<file path="src/rtl/hazard_ctrl_if.sv">
// Hazard controller bundle: ID/EX/MEM hazard sources in, pipeline
// register controls and status out.
interface hazard_ctrl_if;
    logic [4:0]  id_rs1_addr_i;
    logic        id_rs1_used_i;
    logic [4:0]  id_rs2_addr_i;
    logic        id_rs2_used_i;
    logic        ex_reg_write_i;
    logic [4:0]  ex_reg_write_data_addr_i;
    logic [1:0]  ex_reg_src_i;
    logic        branch_taken_i;
    logic        dmem_req_i;
    logic        dmem_ready_i;
    logic        pc_stall_o;
    logic        if_id_stall_o;
    logic        if_id_flush_o;
    logic        id_ex_stall_o;
    logic        id_ex_bubble_o;
    logic        ex_mem_stall_o;
    logic        mem_wb_bubble_o;
    logic [1:0]  state_o;
    logic [31:0] stall_cycles_o;
    logic [15:0] flush_count_o;
    logic        mem_timeout_o;

    modport master (
        output id_rs1_addr_i, id_rs1_used_i,
        output id_rs2_addr_i, id_rs2_used_i,
        output ex_reg_write_i, ex_reg_write_data_addr_i,
        output ex_reg_src_i,
        output branch_taken_i, dmem_req_i, dmem_ready_i,
        input  pc_stall_o, if_id_stall_o, if_id_flush_o,
        input  id_ex_stall_o, id_ex_bubble_o,
        input  ex_mem_stall_o, mem_wb_bubble_o,
        input  state_o, stall_cycles_o,
        input  flush_count_o, mem_timeout_o
    );

    modport slave (
        input  id_rs1_addr_i, id_rs1_used_i,
        input  id_rs2_addr_i, id_rs2_used_i,
        input  ex_reg_write_i, ex_reg_write_data_addr_i,
        input  ex_reg_src_i,
        input  branch_taken_i, dmem_req_i, dmem_ready_i,
        output pc_stall_o, if_id_stall_o, if_id_flush_o,
        output id_ex_stall_o, id_ex_bubble_o,
        output ex_mem_stall_o, mem_wb_bubble_o,
        output state_o, stall_cycles_o,
        output flush_count_o, mem_timeout_o
    );
endinterface

</file>
<file path="src/rtl/hazard_ctrl.sv">
// Pipeline hazard controller: memory freeze, branch flush and
// load-use stall, with init sequencing and event counters.
module hazard_ctrl (
    input  logic          clk,
    input  logic          rst_i,
    hazard_ctrl_if.slave  bus
);
    localparam logic [1:0] RUN      = 2'b00;
    localparam logic [1:0] MEM_WAIT = 2'b01;
    localparam logic [1:0] INIT     = 2'b10;

    logic [1:0]  state_q;
    logic [1:0]  state_d;
    logic [1:0]  init_cnt_q;
    logic [31:0] stall_q;
    logic [15:0] flush_q;
    logic [7:0]  wait_q;
    logic [7:0]  wait_d;
    logic        tmo_q;

    logic is_init;
    logic in_wait;
    logic mem_hold;
    logic freeze;
    logic rs1_hit;
    logic rs2_hit;
    logic load_use;
    logic take_branch;
    logic take_lu;

    logic pc_stall;
    logic if_id_stall;
    logic if_id_flush;
    logic id_ex_stall;
    logic id_ex_bubble;
    logic ex_mem_stall;
    logic mem_wb_bubble;

    assign is_init  = (state_q == INIT);
    assign in_wait  = (state_q == MEM_WAIT);
    assign mem_hold = bus.dmem_req_i & ~bus.dmem_ready_i;

    // Once waiting, only the ready strobe releases the freeze.
    assign freeze = in_wait ? ~bus.dmem_ready_i : mem_hold;

    assign rs1_hit = bus.id_rs1_used_i &
        (bus.id_rs1_addr_i == bus.ex_reg_write_data_addr_i);
    assign rs2_hit = bus.id_rs2_used_i &
        (bus.id_rs2_addr_i == bus.ex_reg_write_data_addr_i);

    assign load_use = bus.ex_reg_write_i &
        (bus.ex_reg_src_i == 2'b01) &
        (bus.ex_reg_write_data_addr_i != 5'd0) &
        (rs1_hit | rs2_hit);

    assign take_branch = ~rst_i & ~is_init & ~freeze &
        bus.branch_taken_i;
    assign take_lu = ~rst_i & ~is_init & ~freeze &
        ~bus.branch_taken_i & load_use;

    always_ff @(posedge clk) begin
        if (rst_i) begin
            state_q <= INIT;
        end else begin
            state_q <= state_d;
        end
    end

    // 2'b11 falls to the default arm and behaves as RUN.
    always_comb begin
        state_d = state_q;
        unique case (state_q)
            INIT: begin
                if (init_cnt_q == 2'd1) begin
                    state_d = RUN;
                end
            end
            MEM_WAIT: begin
                if (bus.dmem_ready_i) begin
                    state_d = RUN;
                end
            end
            default: begin
                state_d = mem_hold ? MEM_WAIT : RUN;
            end
        endcase
    end

    always_comb begin
        pc_stall      = 1'b0;
        if_id_stall   = 1'b0;
        if_id_flush   = 1'b0;
        id_ex_stall   = 1'b0;
        id_ex_bubble  = 1'b0;
        ex_mem_stall  = 1'b0;
        mem_wb_bubble = 1'b0;
        priority case (1'b1)
            rst_i: begin
                if_id_flush   = 1'b1;
                id_ex_bubble  = 1'b1;
                mem_wb_bubble = 1'b1;
            end
            is_init: begin
                pc_stall     = 1'b1;
                if_id_flush  = 1'b1;
                id_ex_bubble = 1'b1;
            end
            freeze: begin
                pc_stall      = 1'b1;
                if_id_stall   = 1'b1;
                id_ex_stall   = 1'b1;
                ex_mem_stall  = 1'b1;
                mem_wb_bubble = 1'b1;
            end
            take_branch: begin
                if_id_flush  = 1'b1;
                id_ex_bubble = 1'b1;
            end
            take_lu: begin
                pc_stall     = 1'b1;
                if_id_stall  = 1'b1;
                id_ex_bubble = 1'b1;
            end
            default: begin
            end
        endcase
    end

    always_comb begin
        wait_d = 8'd0;
        if (in_wait) begin
            wait_d = (wait_q == 8'hFF) ? 8'hFF : wait_q + 8'd1;
        end
    end

    always_ff @(posedge clk) begin
        if (rst_i) begin
            init_cnt_q <= 2'd0;
            stall_q    <= 32'd0;
            flush_q    <= 16'd0;
            wait_q     <= 8'd0;
            tmo_q      <= 1'b0;
        end else begin
            init_cnt_q <= is_init ? init_cnt_q + 2'd1 : 2'd0;
            if (pc_stall && !is_init) begin
                stall_q <= stall_q + 32'd1;
            end
            if (take_branch && flush_q != 16'hFFFF) begin
                flush_q <= flush_q + 16'd1;
            end
            wait_q <= wait_d;
            if (in_wait && wait_d == 8'hFF) begin
                tmo_q <= 1'b1;
            end
        end
    end

    assign bus.pc_stall_o      = pc_stall;
    assign bus.if_id_stall_o   = if_id_stall;
    assign bus.if_id_flush_o   = if_id_flush;
    assign bus.id_ex_stall_o   = id_ex_stall;
    assign bus.id_ex_bubble_o  = id_ex_bubble;
    assign bus.ex_mem_stall_o  = ex_mem_stall;
    assign bus.mem_wb_bubble_o = mem_wb_bubble;
    assign bus.state_o         = state_q;
    assign bus.stall_cycles_o  = stall_q;
    assign bus.flush_count_o   = flush_q;
    assign bus.mem_timeout_o   = tmo_q;
endmodule

</file>
<file path="src/flat_wrapper.sv">
// flat-port wrapper written by rule: the top's interface ports become plain ports
module hazard_ctrl_flat 
  (clk, rst_i, bus_id_rs1_addr_i, bus_id_rs1_used_i, bus_id_rs2_addr_i, bus_id_rs2_used_i, bus_ex_reg_write_i, bus_ex_reg_write_data_addr_i, bus_ex_reg_src_i, bus_branch_taken_i, bus_dmem_req_i, bus_dmem_ready_i, bus_pc_stall_o, bus_if_id_stall_o, bus_if_id_flush_o, bus_id_ex_stall_o, bus_id_ex_bubble_o, bus_ex_mem_stall_o, bus_mem_wb_bubble_o, bus_state_o, bus_stall_cycles_o, bus_flush_count_o, bus_mem_timeout_o);
  hazard_ctrl_if bus_i ();
  input  logic clk;
  input  logic rst_i;
  input wire logic [$bits(bus_i.id_rs1_addr_i)-1:0] bus_id_rs1_addr_i;
  input wire logic [$bits(bus_i.id_rs1_used_i)-1:0] bus_id_rs1_used_i;
  input wire logic [$bits(bus_i.id_rs2_addr_i)-1:0] bus_id_rs2_addr_i;
  input wire logic [$bits(bus_i.id_rs2_used_i)-1:0] bus_id_rs2_used_i;
  input wire logic [$bits(bus_i.ex_reg_write_i)-1:0] bus_ex_reg_write_i;
  input wire logic [$bits(bus_i.ex_reg_write_data_addr_i)-1:0] bus_ex_reg_write_data_addr_i;
  input wire logic [$bits(bus_i.ex_reg_src_i)-1:0] bus_ex_reg_src_i;
  input wire logic [$bits(bus_i.branch_taken_i)-1:0] bus_branch_taken_i;
  input wire logic [$bits(bus_i.dmem_req_i)-1:0] bus_dmem_req_i;
  input wire logic [$bits(bus_i.dmem_ready_i)-1:0] bus_dmem_ready_i;
  output wire logic [$bits(bus_i.pc_stall_o)-1:0] bus_pc_stall_o;
  output wire logic [$bits(bus_i.if_id_stall_o)-1:0] bus_if_id_stall_o;
  output wire logic [$bits(bus_i.if_id_flush_o)-1:0] bus_if_id_flush_o;
  output wire logic [$bits(bus_i.id_ex_stall_o)-1:0] bus_id_ex_stall_o;
  output wire logic [$bits(bus_i.id_ex_bubble_o)-1:0] bus_id_ex_bubble_o;
  output wire logic [$bits(bus_i.ex_mem_stall_o)-1:0] bus_ex_mem_stall_o;
  output wire logic [$bits(bus_i.mem_wb_bubble_o)-1:0] bus_mem_wb_bubble_o;
  output wire logic [$bits(bus_i.state_o)-1:0] bus_state_o;
  output wire logic [$bits(bus_i.stall_cycles_o)-1:0] bus_stall_cycles_o;
  output wire logic [$bits(bus_i.flush_count_o)-1:0] bus_flush_count_o;
  output wire logic [$bits(bus_i.mem_timeout_o)-1:0] bus_mem_timeout_o;
  assign bus_i.id_rs1_addr_i = bus_id_rs1_addr_i;
  assign bus_i.id_rs1_used_i = bus_id_rs1_used_i;
  assign bus_i.id_rs2_addr_i = bus_id_rs2_addr_i;
  assign bus_i.id_rs2_used_i = bus_id_rs2_used_i;
  assign bus_i.ex_reg_write_i = bus_ex_reg_write_i;
  assign bus_i.ex_reg_write_data_addr_i = bus_ex_reg_write_data_addr_i;
  assign bus_i.ex_reg_src_i = bus_ex_reg_src_i;
  assign bus_i.branch_taken_i = bus_branch_taken_i;
  assign bus_i.dmem_req_i = bus_dmem_req_i;
  assign bus_i.dmem_ready_i = bus_dmem_ready_i;
  assign bus_pc_stall_o = bus_i.pc_stall_o;
  assign bus_if_id_stall_o = bus_i.if_id_stall_o;
  assign bus_if_id_flush_o = bus_i.if_id_flush_o;
  assign bus_id_ex_stall_o = bus_i.id_ex_stall_o;
  assign bus_id_ex_bubble_o = bus_i.id_ex_bubble_o;
  assign bus_ex_mem_stall_o = bus_i.ex_mem_stall_o;
  assign bus_mem_wb_bubble_o = bus_i.mem_wb_bubble_o;
  assign bus_state_o = bus_i.state_o;
  assign bus_stall_cycles_o = bus_i.stall_cycles_o;
  assign bus_flush_count_o = bus_i.flush_count_o;
  assign bus_mem_timeout_o = bus_i.mem_timeout_o;
  hazard_ctrl u_core (.clk(clk), .rst_i(rst_i), .bus(bus_i));
endmodule
</file>
<file path="config.mk">
export PLATFORM = sky130hd
export DESIGN_NAME = hazard_ctrl_flat
export DESIGN_NICKNAME = d
export VERILOG_FILES = /design/src/rtl/hazard_ctrl_if.sv /design/src/rtl/hazard_ctrl.sv /design/src/flat_wrapper.sv
export SDC_FILE = /design/constraint.sdc
export NUM_CORES = 1
export LEC_CHECK = 0
export ABC_AREA = 1
export CAP_MARGIN = 10
export CORE_MARGIN = 4
export CORE_UTILIZATION = 40
export DETAILED_ROUTE_END_ITERATION = 10
export PLACE_DENSITY = 0.62
export SYNTH_ARGS = -nofsm -noshare
export SYNTH_HDL_FRONTEND = slang
export SYNTH_SLANG_ARGS = --single-unit
</file>
<file path="constraint.sdc">
create_clock -name clk -period 3.9 [get_ports clk]
set_input_delay 0.78 -clock clk [delete_from_list [all_inputs] [get_ports clk]]
set_output_delay 0.78 -clock clk [all_outputs]
set_load 0.03 [all_outputs]
</file>
**Word-level counts from Yosys, hierarchy flattened**

Cells that the tools add are included.

- Output and inout bits: 58
- Input port bits: 25
- Bits in registers: 61

- Bitwise logic cells: 17
- Equal/unequal tests: 11
- Reduce and logical (&&, ||, !) cells: 7
- $add $sub $neg: 4
- Muxes and demuxes: 26

Operators with widths:

| kind | number |
|---|---|
| 32-bit by 1-bit adder with 32-bit output (second input constant) | 1 |
| 1-bit two-way mux | 21 |
| 16-bit by 1-bit adder with 16-bit output (second input constant) | 1 |
| 8-bit equality test (second input constant) | 2 |
| 8-bit two-way mux | 2 |
| 16-bit inequality test (second input constant) | 1 |
| 1-bit bitwise AND | 11 |
| 5-bit equality test | 2 |
| 8-bit by 1-bit adder with 8-bit output (second input constant) | 1 |
| 2-bit by 1-bit equality test with 1-bit output (second input constant) | 3 |
| 1-bit NOT | 5 |
| 5-bit nonzero test | 1 |
| 2-bit two-way mux | 2 |
| 2-bit inequality test (second input constant) | 2 |
| 2-bit one-hot mux with 2 select lines | 1 |
| 1-bit logical AND | 3 |
| 2-bit by 1-bit adder with 2-bit output (second input constant) | 1 |
| 2-bit equality test (second input constant) | 1 |
| 2-bit AND reduction | 1 |
| 2-bit OR reduction | 1 |
| 1-bit logical NOT | 1 |
| 1-bit bitwise OR | 1 |

**Depth between registers and ports, before layout**

- Depth in word-level cells: 13
- Gate-level depth with buffers: 12
- Gate-level depth less buffers: 12

**Worst setup path before layout**

Ideal clock, no wire load.

- Path kind: input to output
- Start point: in rst_i
- End point: out bus_id_ex_stall_o
- Path buffers: 2
- Arrival time: 1.996 ns
- Stages on the path: 3
- Path slack: 1.124 ns
- Path through: buf_2 nor3_1 buf_4

- Longest elaborated chain between the ends: 1

RTL lines:

| what | RTL line | RTL |
|---|---|---|
| start, declared | flat_wrapper.sv:6 | `input logic rst_i;` |
| 1-bit two-way mux | - |  |
| end, declared | flat_wrapper.sv:20 | `output wire logic [$bits(bus_i.id_ex_stall_o)-1:0] bus_id_ex_stall_o;` |

Every way passes these cells.

**Worst setup path in the final report**

- Start point: in bus_ex_reg_write_data_addr_i[1]
- End point: out bus_pc_stall_o

- Longest elaborated chain between the ends: 10
- Elaborated cells on any way between the ends: 14

RTL lines:

| what | RTL line | RTL |
|---|---|---|
| start, declared | flat_wrapper.sv:12 | `input wire logic [$bits(bus_i.ex_reg_write_data_addr_i)-1:0] bus_ex_reg_write_data_addr_i;` |
| 5-bit equality test (on tied branches) | hazard_ctrl.sv:47, hazard_ctrl.sv:49 |  |
| 1-bit bitwise AND (on tied branches) | hazard_ctrl.sv:46, hazard_ctrl.sv:48 |  |
| 1-bit bitwise OR | hazard_ctrl.sv:54 | `(rs1_hit \| rs2_hit);` |
| 1-bit bitwise AND (*) | hazard_ctrl.sv:53 | `(bus.ex_reg_write_data_addr_i != 5'd0) &` |
| 1-bit bitwise AND (*) | hazard_ctrl.sv:59 | `~bus.branch_taken_i & load_use;` |
| 1-bit two-way mux (*) (5 in series) | hazard_ctrl.sv:97 | `priority case (1'b1)` |
| end, declared | flat_wrapper.sv:17 | `output wire logic [$bits(bus_i.pc_stall_o)-1:0] bus_pc_stall_o;` |

Every way passes the cells marked *; elsewhere a longest branch is shown, timed or not.

==> metrics.txt <==
Post-Syn Nets=636; RSZ-0062 raised after global routing=false; pwr dens=307 mW/mm^2; Initial Util=41.4%; Inserted Clock Buffers=9; distinct cell type count after synthesis=35; CP endpoint kind=output port; Critical Path Sink=bus_pc_stall_o; Post-Synthesis Cells=605; setup TNS=0 ns; count of final hold-check violations=0; wire per inst=13.0 um; Layout area overhead=26.5%; dpl ws=0.471 ns; clk_lat worst skew=0.34 ns; GP Congestion=0.879; Rows=35; CTS H-tree depth=3; Worst-Margin Slew=0.528 ns; syn avg cell area=6.39 sq um; CP startpoint kind=input port; Rel. slew slack=64.8%; vias in the first global route=3716; post-DR vias/cell=5.00; Root Buffer Master=clkbuf_8; post-layout min period=3.45 ns; Die Y=106 um; # DRC=0; post-synthesis cell area=0.00387 sq mm; flop and latch count out of synthesis=61; r2r setup slk=1.73 ns; peak fanout along the critical path=3; Max rail drop VDD=0.322 mV; share of post-route cells with drive strength above 1=7.26%; ys flop type=dfxtp_1; fin nets=715; ant diodes=0; Post-synth EDFFs=0; Max Clk Rate=0.290 GHz; Core Area=0.00933 sq mm; hold crit path type=flop to flop; Max-Cap Viols=0; grt ovf=0; Final period util=88.4%; first-pass GRT wire length=17600 um; postcts setup bufs=0; clock sinks=61; critical path required time=3.12 ns; status=finished, final reports clean; reg2reg path depth=10; io pins=83; via count of the routed design=4087; post-route setup slack=0.452 ns; final slew viol count=0; hold path depth=1; clk buf depth=2; Overall Global Routing Usage=19.0%; CTS tree=yes; CTS-repair resized insts=0; clock-pin slew on the worst setup and hold paths=0.06 ns; die area=0.0113 sq mm; initial antenna violation count=0; PortBufs=82; Die X=106 um; Worst Skew=0.0132 ns; critical path type=input port to output port; DRT Wirelength=10600 um; largest net degree at the start of global routing=35; hold buffers post-CTS=0; r2r startpoint=u_core.bus.state_o[1]$_SDFFE_PP1P_; leak pwr=1.80 nW; Worst Setup SP=bus_ex_reg_write_data_addr_i[1]; Final setup viols=0; DR iter-0 viols=196; Async S/R FF share, synth=0%; critical path arrival=2.67 ns; First-pass DRT Iterations=6; YS warnings=0; RR Endpoint=u_core.bus.flush_count_o[3]$_SDFFE_PP0P_; antenna-violating nets left=0; sequential element share of the synthesized area=31.6%; hpwl dp=8010 um
[per-stage QoR]
step	util [%]	std cells	hold WS [ns]	instance area (sq um)	power, mW
after floorplan	-	605	0.398	3870	0.910
after global placement	50.6	802	0.406	4720	1.00
after global routing	52.4	818	0.461	4890	1.58
final	52.4	818	0.420	4890	1.50
after CTS	52.4	818	0.427	4890	1.52
after detailed placement	50.6	802	0.418	4720	1.00
[kinds of logic (layout without fill, tap and decap cells)]
| family | Yosys count | count (layout) | share of synthesized area [%] |
|---|---|---|---|
| flops | 61 | 61 | 31.6 |
| simple gates | 386 | 386 | 43.9 |
| xor+xnor | 23 | 23 | 5.21 |
| fa+ha+maj | 6 | 6 | 1.94 |
| compound gates | 64 | 64 | 8.77 |
| buf+inv | 65 | 149 | 8.58 |
[synthesized netlist by cell type (3+ instances only)]
master | n | area share, %
xnor2_1 | 8 | 1.8
inv_1 | 39 | 3.8
nand3b_1 | 16 | 3.1
xor2_1 | 15 | 3.4
nand4_1 | 5 | 0.81
nand2_1 | 202 | 20
nor3_1 | 8 | 1.0
nand2_2 | 4 | 0.65
clkbuf_1 | 5 | 0.49
dfxtp_1 | 61 | 32
o21ai_0 | 12 | 1.6
a21oi_1 | 44 | 5.7
inv_2 | 8 | 0.78
nand3_1 | 50 | 6.5
buf_4 | 4 | 0.78
ha_1 | 6 | 1.9
buf_8 | 3 | 1.2
nor2_1 | 83 | 8.1
o21ai_1 | 3 | 0.39
nor2_2 | 5 | 0.81
nor3_2 | 3 | 0.78
buf_6 | 5 | 1.5
[where the power goes]
part	leakage, nW	total [mW]	internal (mW)	switching (mW)
Combinational	1.22	0.331	0.117	0.214
Clock	0.0880	0.512	0.245	0.267
Sequential	0.492	0.660	0.641	0.0184
Total	1.80	1.50	1.00	0.499
[state kept, by name (all words and copies together) (netlist names)]
register and flops:
u_core.bus.flush_count_o 16, u_core.bus.stall_cycles_o 32, u_core.bus.state_o 2, u_core.wait_q 8, u_core.init_cnt_q 2, u_core.bus.mem_timeout_o 1
[layer usage]
layer	track usage, %	routed length [um]
met3	4.07	685
met1	25.9	4960
met2	29.8	4830
met5	0	0
met4	5.92	134
[worst max-delay path, cell delays in order]
cell             delay, ns
clkdlybuf4s50_1       0.52
inv_2                 0.06
nand2_1               0.05
nand2_1               0.05
nor2_1                0.12
nand3_1               0.08
nand2_1               0.08
nand2_2               0.08
a31oi_1               0.14
clkdlybuf4s50_1       0.71
[worst min-delay path by stage]
stage | startpoint | to | slack, ns
finish | u_core.init_cnt_q[0]$_SDFF_PP0_ | u_core.init_cnt_q[0]$_SDFF_PP0_ | 0.42
global route | u_core.init_cnt_q[0]$_SDFF_PP0_ | u_core.init_cnt_q[0]$_SDFF_PP0_ | 0.46
CTS | u_core.init_cnt_q[0]$_SDFF_PP0_ | u_core.init_cnt_q[0]$_SDFF_PP0_ | 0.43
detailed placement | u_core.init_cnt_q[0]$_SDFF_PP0_ | u_core.init_cnt_q[0]$_SDFF_PP0_ | 0.42
global placement | u_core.init_cnt_q[0]$_SDFF_PP0_ | u_core.init_cnt_q[0]$_SDFF_PP0_ | 0.41
floorplan | u_core.init_cnt_q[0]$_SDFF_PP0_ | u_core.init_cnt_q[0]$_SDFF_PP0_ | 0.40
[cell type report]
class	instances	area [sq um]
sequential	61	1220
clock inverter	6	38.8
inverter	47	176
multi-input combinational	479	2310
tap	129	161
timing repair buffer	86	843
clock buffer	10	138
fill	986	4440
[cell usage in the layout (no fill, tap or decap), types with 10 or more instances in the layout]
cell type	netlist	routed
xor2_1	15	15
nand3_1	50	50
dfxtp_1	61	61
clkbuf_8	0	10
clkdlybuf4s50_1	0	80
a21oi_1	44	44
inv_1	39	39
nand3b_1	16	16
o21ai_0	12	12
nor2_1	83	83
nand2_1	202	202
Power figures use the tool's default switching activity.
